### config.mk
export PLATFORM = sky130hd
export DESIGN_NAME = imem_loader
export DESIGN_NICKNAME = d
export VERILOG_FILES = /design/src/rtl/imem_loader_pkg.sv /design/src/rtl/imem_word_assembler.sv /design/src/rtl/imem_loader.sv
export SDC_FILE = /design/constraint.sdc
export NUM_CORES = 1
export LEC_CHECK = 0
export CAP_MARGIN = 5
export CORE_ASPECT_RATIO = 1.5
export CORE_MARGIN = 1.5
export CORE_UTILIZATION = 51
export DETAILED_ROUTE_END_ITERATION = 8
export PLACE_DENSITY = 0.74
export SLEW_MARGIN = 40
export SYNTH_ARGS = -nofsm -noshare
export SYNTH_HDL_FRONTEND = slang
export SYNTH_SLANG_ARGS = --single-unit
### constraint.sdc
create_clock -name clk -period 4.6 [get_ports clk]
set_input_delay 0.69 -clock clk [delete_from_list [all_inputs] [get_ports clk]]
set_output_delay 0.69 -clock clk [all_outputs]
set_load 0.01 [all_outputs]
### src/rtl/imem_loader_pkg.sv
// Shared types and constants for the instruction-memory loader: FSM states,
// load_err codes and default parameter values.
package imem_loader_pkg;

  typedef enum logic [2:0] {
    IDLE,
    LEN_HI,
    LEN_LO,
    DATA,
    CSUM,
    DONE,
    ERR
  } state_t;

  localparam logic [1:0] ERR_NONE    = 2'b00;
  localparam logic [1:0] ERR_LEN     = 2'b01;
  localparam logic [1:0] ERR_TIMEOUT = 2'b10;
  localparam logic [1:0] ERR_CSUM    = 2'b11;

  localparam int DEF_ADDR_W  = 8;
  localparam int DEF_TIMEOUT = 100000;

  function automatic logic is_loading(input state_t s);
    return s inside {LEN_HI, LEN_LO, DATA, CSUM};
  endfunction

endpackage

### src/rtl/imem_word_assembler.sv
// Packs a big-endian byte stream into 32-bit words; o_word_valid pulses for
// one cycle after the fourth byte of each word, o_word holds between pulses.
module imem_word_assembler (
  input  logic        i_clk,
  input  logic        i_rst,
  input  logic        i_clear,
  input  logic        i_byte_valid,
  input  logic [7:0]  i_byte,
  output logic        o_lane_last,
  output logic        o_word_valid,
  output logic [31:0] o_word
);

  logic [1:0]  r_lane;
  logic [23:0] r_shift;
  logic        r_valid;
  logic [31:0] r_word;

  always_ff @(posedge i_clk or posedge i_rst) begin
    if (i_rst) begin
      r_lane  <= '0;
      r_shift <= '0;
      r_valid <= 1'b0;
      r_word  <= '0;
    end else begin
      r_valid <= 1'b0;
      if (i_clear) begin
        r_lane  <= '0;
        r_shift <= '0;
      end else if (i_byte_valid) begin
        r_lane  <= r_lane + 2'd1;
        r_shift <= {r_shift[15:0], i_byte};
        if (r_lane == 2'd3) begin
          r_valid <= 1'b1;
          r_word  <= {r_shift, i_byte};
        end
      end
    end
  end

  assign o_lane_last  = (r_lane == 2'd3);
  assign o_word_valid = r_valid;
  assign o_word       = r_word;

endmodule

### src/rtl/imem_loader.sv
// Loads a length-prefixed byte-stream program image into instruction RAM and
// holds the CPU meanwhile. Optional trailing XOR checksum: IMEM_LOADER_CHECKSUM_EN.
module imem_loader
  import imem_loader_pkg::*;
#(
  parameter int ADDR_W  = DEF_ADDR_W,
  parameter int TIMEOUT = DEF_TIMEOUT
) (
  input  logic              clk,
  input  logic              reset,
  input  logic              start,
  input  logic              rx_valid,
  input  logic [7:0]        rx_data,
  output logic              rx_ready,
  output logic              imem_we,
  output logic [ADDR_W-1:0] imem_waddr,
  output logic [31:0]       imem_wdata,
  output logic              cpu_hold,
  output logic              load_done,
  output logic [1:0]        load_err
);

  // Wide enough for the 16-bit word count and for 2**ADDR_W itself.
  localparam int CW = (ADDR_W >= 16) ? ADDR_W + 1 : 17;
  localparam int IW = $clog2(TIMEOUT);

  state_t            r_state, w_next;
  logic [1:0]        r_err, w_err_next;
  logic [IW-1:0]     r_idle;
  logic [7:0]        r_len_hi;
  logic [CW-1:0]     r_len, r_wcnt, w_len;
  logic [ADDR_W-1:0] r_waddr;
  logic              w_active, w_accept, w_start_ok, w_timeout;
  logic              w_len_ok, w_last_word, w_lane_last, w_data_byte, w_word_end;
  logic              w_word_valid;
  logic [31:0]       w_word;
`ifdef IMEM_LOADER_CHECKSUM_EN
  logic [7:0]        r_csum;
`endif

  assign w_active    = is_loading(r_state);
  assign w_accept    = w_active & rx_valid;
  assign w_start_ok  = start & (r_state inside {IDLE, DONE, ERR});
  assign w_timeout   = w_active & ~rx_valid & (r_idle == IW'(TIMEOUT - 1));
  assign w_len       = CW'({r_len_hi, rx_data});
  assign w_len_ok    = (w_len != '0) && (w_len <= (CW'(1) << ADDR_W));
  assign w_last_word = (r_wcnt == r_len - CW'(1));
  assign w_data_byte = w_accept & (r_state == DATA);
  assign w_word_end  = w_data_byte & w_lane_last;

  imem_word_assembler u_asm (
    .i_clk        (clk),
    .i_rst        (reset),
    .i_clear      (w_start_ok),
    .i_byte_valid (w_data_byte),
    .i_byte       (rx_data),
    .o_lane_last  (w_lane_last),
    .o_word_valid (w_word_valid),
    .o_word       (w_word)
  );

  always_ff @(posedge clk or posedge reset) begin
    if (reset) begin
      r_state <= IDLE;
      r_err   <= ERR_NONE;
    end else begin
      r_state <= w_next;
      r_err   <= w_err_next;
    end
  end

  always_comb begin
    w_next     = r_state;
    w_err_next = r_err;
    case (r_state)
      IDLE, DONE, ERR: begin
        if (start) begin
          w_next     = LEN_HI;
          w_err_next = ERR_NONE;
        end
      end
      LEN_HI: if (w_accept) w_next = LEN_LO;
      LEN_LO: begin
        if (w_accept) begin
          if (w_len_ok) begin
            w_next = DATA;
          end else begin
            w_next     = ERR;
            w_err_next = ERR_LEN;
          end
        end
      end
      DATA: begin
`ifdef IMEM_LOADER_CHECKSUM_EN
        if (w_word_end && w_last_word) w_next = CSUM;
`else
        if (w_word_end && w_last_word) w_next = DONE;
`endif
      end
`ifdef IMEM_LOADER_CHECKSUM_EN
      CSUM: begin
        if (w_accept) begin
          if (rx_data == r_csum) begin
            w_next = DONE;
          end else begin
            w_next     = ERR;
            w_err_next = ERR_CSUM;
          end
        end
      end
`endif
      default: w_next = r_state;
    endcase
    // w_timeout already excludes a transfer on the same cycle, so a late byte wins.
    if (w_timeout) begin
      w_next     = ERR;
      w_err_next = ERR_TIMEOUT;
    end
  end

  always_ff @(posedge clk or posedge reset) begin
    if (reset) begin
      r_idle   <= '0;
      r_len_hi <= '0;
      r_len    <= '0;
      r_wcnt   <= '0;
      r_waddr  <= '0;
`ifdef IMEM_LOADER_CHECKSUM_EN
      r_csum   <= '0;
`endif
    end else begin
      if (!w_active || w_accept) r_idle <= '0;
      else                       r_idle <= r_idle + IW'(1);

      if (w_start_ok) begin
        r_wcnt <= '0;
`ifdef IMEM_LOADER_CHECKSUM_EN
        r_csum <= '0;
`endif
      end

      if (w_accept && r_state == LEN_HI) r_len_hi <= rx_data;
      if (w_accept && r_state == LEN_LO) r_len    <= w_len;

      if (w_word_end) begin
        r_waddr <= r_wcnt[ADDR_W-1:0];
        r_wcnt  <= r_wcnt + CW'(1);
      end
`ifdef IMEM_LOADER_CHECKSUM_EN
      if (w_data_byte) r_csum <= r_csum ^ rx_data;
`endif
    end
  end

  assign rx_ready   = w_active;
  assign cpu_hold   = w_active | (r_state == ERR);
  assign load_done  = (r_state == DONE);
  assign load_err   = r_err;
  assign imem_we    = w_word_valid;
  assign imem_waddr = r_waddr;
  assign imem_wdata = w_word;

endmodule

==> results by group <==
Timing
  • Worst Tran Pin Value: 0.807 ns
  • Clock skew: 0.00627 ns
  • Final hold vios: 0
  • Worst rel slew slack: 46.0%
  • Final Max Slew Viols: 0
  • Final critical-path required period: 2.89 ns
  • Fmax: 345 MHz
  • Setup tns final: 0 ns
  • # setup viols final: 0
  • Final period utilization: 62.9%
  • RSZ-0062 raised after global routing: no

Setup path
  • Crit Path Max Fanout: 6
  • Crit end category: flop
  • CP Data Required Time: 4.95 ns
  • FF-to-FF path depth: 9
  • CP Launch Type: flop
  • R2R Path Start: r_len[0]
  • Reg2reg setup slack: 1.71 ns
  • Worst Path Arrival: 3.25 ns
  • Crit Path Class: flop to flop
  • Worst R2R End: r_state[2]

Power
  • Maximum vdd drop: 332 uV
  • Pwr Total: 4050 uW
  • PwrDens: 548 nW/um^2
  • Leak pwr: 0.00340 uW

Worst hold path
  • WHS Endpoint: u_asm.o_word[26]
  • Min-Delay Path Class: flop to flop
  • Hold Path Cell Cnt: 2
  • Hold_sp: u_asm.r_shift[18]

Synth
  • Syn Nets: 662
  • Top cells by area, synth: dfrtp_1, nand2_1, mux2_2
  • EDFF count, synth: 0
  • Synth Area per Inst: 9.45 um^2
  • Fraction of registers with async set/reset: 100%
  • Top post-synthesis cells by count: nand2_1, dfrtp_1, nor2_1, a21oi_1
  • Cell accounting for the most synthesized area: dfrtp_1
  • Top cell type's share of synthesized area: 53.3%
  • Yosys warns: 0
  • XOR/XNOR Fraction of Synth Area: 6.15%
  • Largest family of logic cells by synthesized area: simple AND/OR/NAND/NOR gates
  • Part of the Yosys area used for sequential elements: 53.3%
  • Most common cell in the netlist: nand2_1
  • Primary FF master, synth: dfrtp_1
  • Proportion of synthesized area in mux cells: 5.37%
  • Post-Synth Simple-Gate Area: 24.4%
  • Synth Cell Area: 6100 um^2
  • Compound-Gate Fraction of Synth Area: 7.15%
  • Adder-Cell Fraction of Synth Area: 0.820%
  • Syn Inst Count: 646
  • Yosys reg bits: 130
  • Netlist cell types: 62

Placement
  • Post-DP Area: 6790 um^2
  • Placer Congestion: 0.876
  • Number of buffers added on ports: 57
  • Post-detail-place hpwl: 9.04 mm

Global routing
  • Initial antenna violation count: 0
  • Total grt overflow: 0
  • Largest net degree at the start of global routing: 73
  • Total GRT Usage: 22.9%
  • First-pass GRT wire length: 22.5 mm
  • Vias in the first global route: 4818

Die
  • Die Span X: 92.3 um
  • IO Count: 58
  • Row count: 48
  • Die area: 12600 um^2
  • Core Region: 11600 um^2
  • Die H: 137 um
  • Initial Util: 52.7%

Route
  • DRT Wirelength: 13.2 mm
  • Drt drc: 0
  • 1st-iter DRT viols: 263
  • Vias: 4691
  • Drt first pass iters: 4
  • Final ANT Viol Nets: 0
  • DR vias/cell: 5.46
  • WL per Instance: 15.4 um

Job
  • Max-cap check violation count: 0

Clock tree
  • CTS H-Tree Depth: 4
  • Hold Buf Count CTS: 0
  • Clk slew on worst S/H paths: 0.06 ns
  • Max Buffers Root-to-Sink: 2
  • Clock root buffer: clkbuf_16
  • Setup Fix Bufs, Post-CTS: 0
  • CTS tree: built
  • TritonCTS Sinks: 130
  • CTS buffer count: 17
  • Worst-Skew Late Latency: 0.41 ns
  • Post-CTS Resized: 0

Finish
  • Area growth syn-to-layout: 21.3%
  • Fin area: 7400 um^2
  • Nets: 712
  • Ant. Diodes: 0
  • Final Util: 63.9%
  • Share of cells above drive strength 1: 10.6%

Run status
  • Status: complete, no violations
[report_power, final]
group | switching (uW) | internal, uW | leakage, uW
Clock | 492 | 865 | 0.000290
Combinational | 522 | 502 | 0.00140
Sequential | 246 | 1430 | 0.00170
[cell usage in the layout, fill, tap and decap left out, drive strengths merged, types with 3 or more instances in the layout]
cell	synthesis	layout
nor4	9	9
or3	4	4
o31ai	4	4
nor3	9	9
mux2i	8	8
clkinv	0	5
or4	3	3
clkbuf	17	19
nor4b	3	3
nand3	23	23
ha	4	4
nor2	36	36
buf	13	4
and2	3	3
clkdlybuf4s50	0	57
a21oi	33	33
mux2	22	22
inv	10	12
dfrtp	130	130
nand2	211	211
bufinv	0	3
xor2	19	19
xnor2	23	23
clkinvlp	0	3
and3	5	5
nand4	7	7
o21ai	20	20
[stage by stage]
step                cells  setup WS, ns  hold WS (ns)
floorplan             646         0.441         0.439
global placement      827          1.42         0.463
detailed placement    827          1.36         0.453
CTS                   859          1.72         0.468
global route          859          1.55         0.489
finish                859          1.71         0.464
[state kept, by name, summed over array words and instances, names as in the netlist]
register / cells
u_asm.o_word: 32
u_asm.r_lane: 2
u_asm.r_shift: 24
r_state: 3
r_wcnt: 17
u_asm.o_word_valid: 1
imem_waddr: 8
load_err: 2
r_idle: 17
r_len_hi: 8
r_len: 16
[critical path: stages, from the launching register on]
cell and delay, ns:
dfrtp_1 0.44, inv_1 0.10, ha_1 0.23, nor3b_2 0.43
nand3_2 0.13, or3_1 0.35, xnor2_1 0.13, or3_2 0.47
nor4_2 0.39, o22a_1 0.18
[kinds of logic after synthesis]
kind of cell	Yosys count
AOI/OAI and AO/OA	74
xor gates and xnor gates	42
adders and majority gates	4
buffers and inverters	40
DFF	130
muxes	30
and+or+nand+nor	326
[how the worst max path moves through the flow]
stage / start / end / slack [ns] / cells past startpoint
final: r_len[0] / r_state[2] / 1.71 / 9
after floorplan: reset / imem_waddr[0] / 0.44 / 1
after global placement: rx_valid / r_wcnt[7] / 1.42 / 10
after detailed placement: rx_valid / r_wcnt[7] / 1.36 / 10
after global routing: r_len[0] / r_state[2] / 1.55 / 9
after CTS: r_len[0] / r_state[2] / 1.72 / 9
[metal layers]
| metal | GRT usage, % | part of all wire, % |
|---|---|---|
| met3 | 5.44 | 3.8 |
| met2 | 40.6 | 54 |
| met1 | 25.3 | 39 |
| met5 | 0 | 0 |
| met4 | 11.9 | 3.4 |
[area by class of cell]
| type | count | area (um^2) |
|---|---|---|
| Fill cell | 918 | 4190 |
| Sequential cell | 130 | 3250 |
| Multi-Input combinational cell | 476 | 2700 |
| Timing Repair Buffer | 61 | 613 |
| Clock buffer | 19 | 443 |
| Tap cell | 150 | 188 |
| Clock inverter | 13 | 159 |
| Inverter | 10 | 42.5 |
Note: power is estimated with default switching activity, not from simulation.
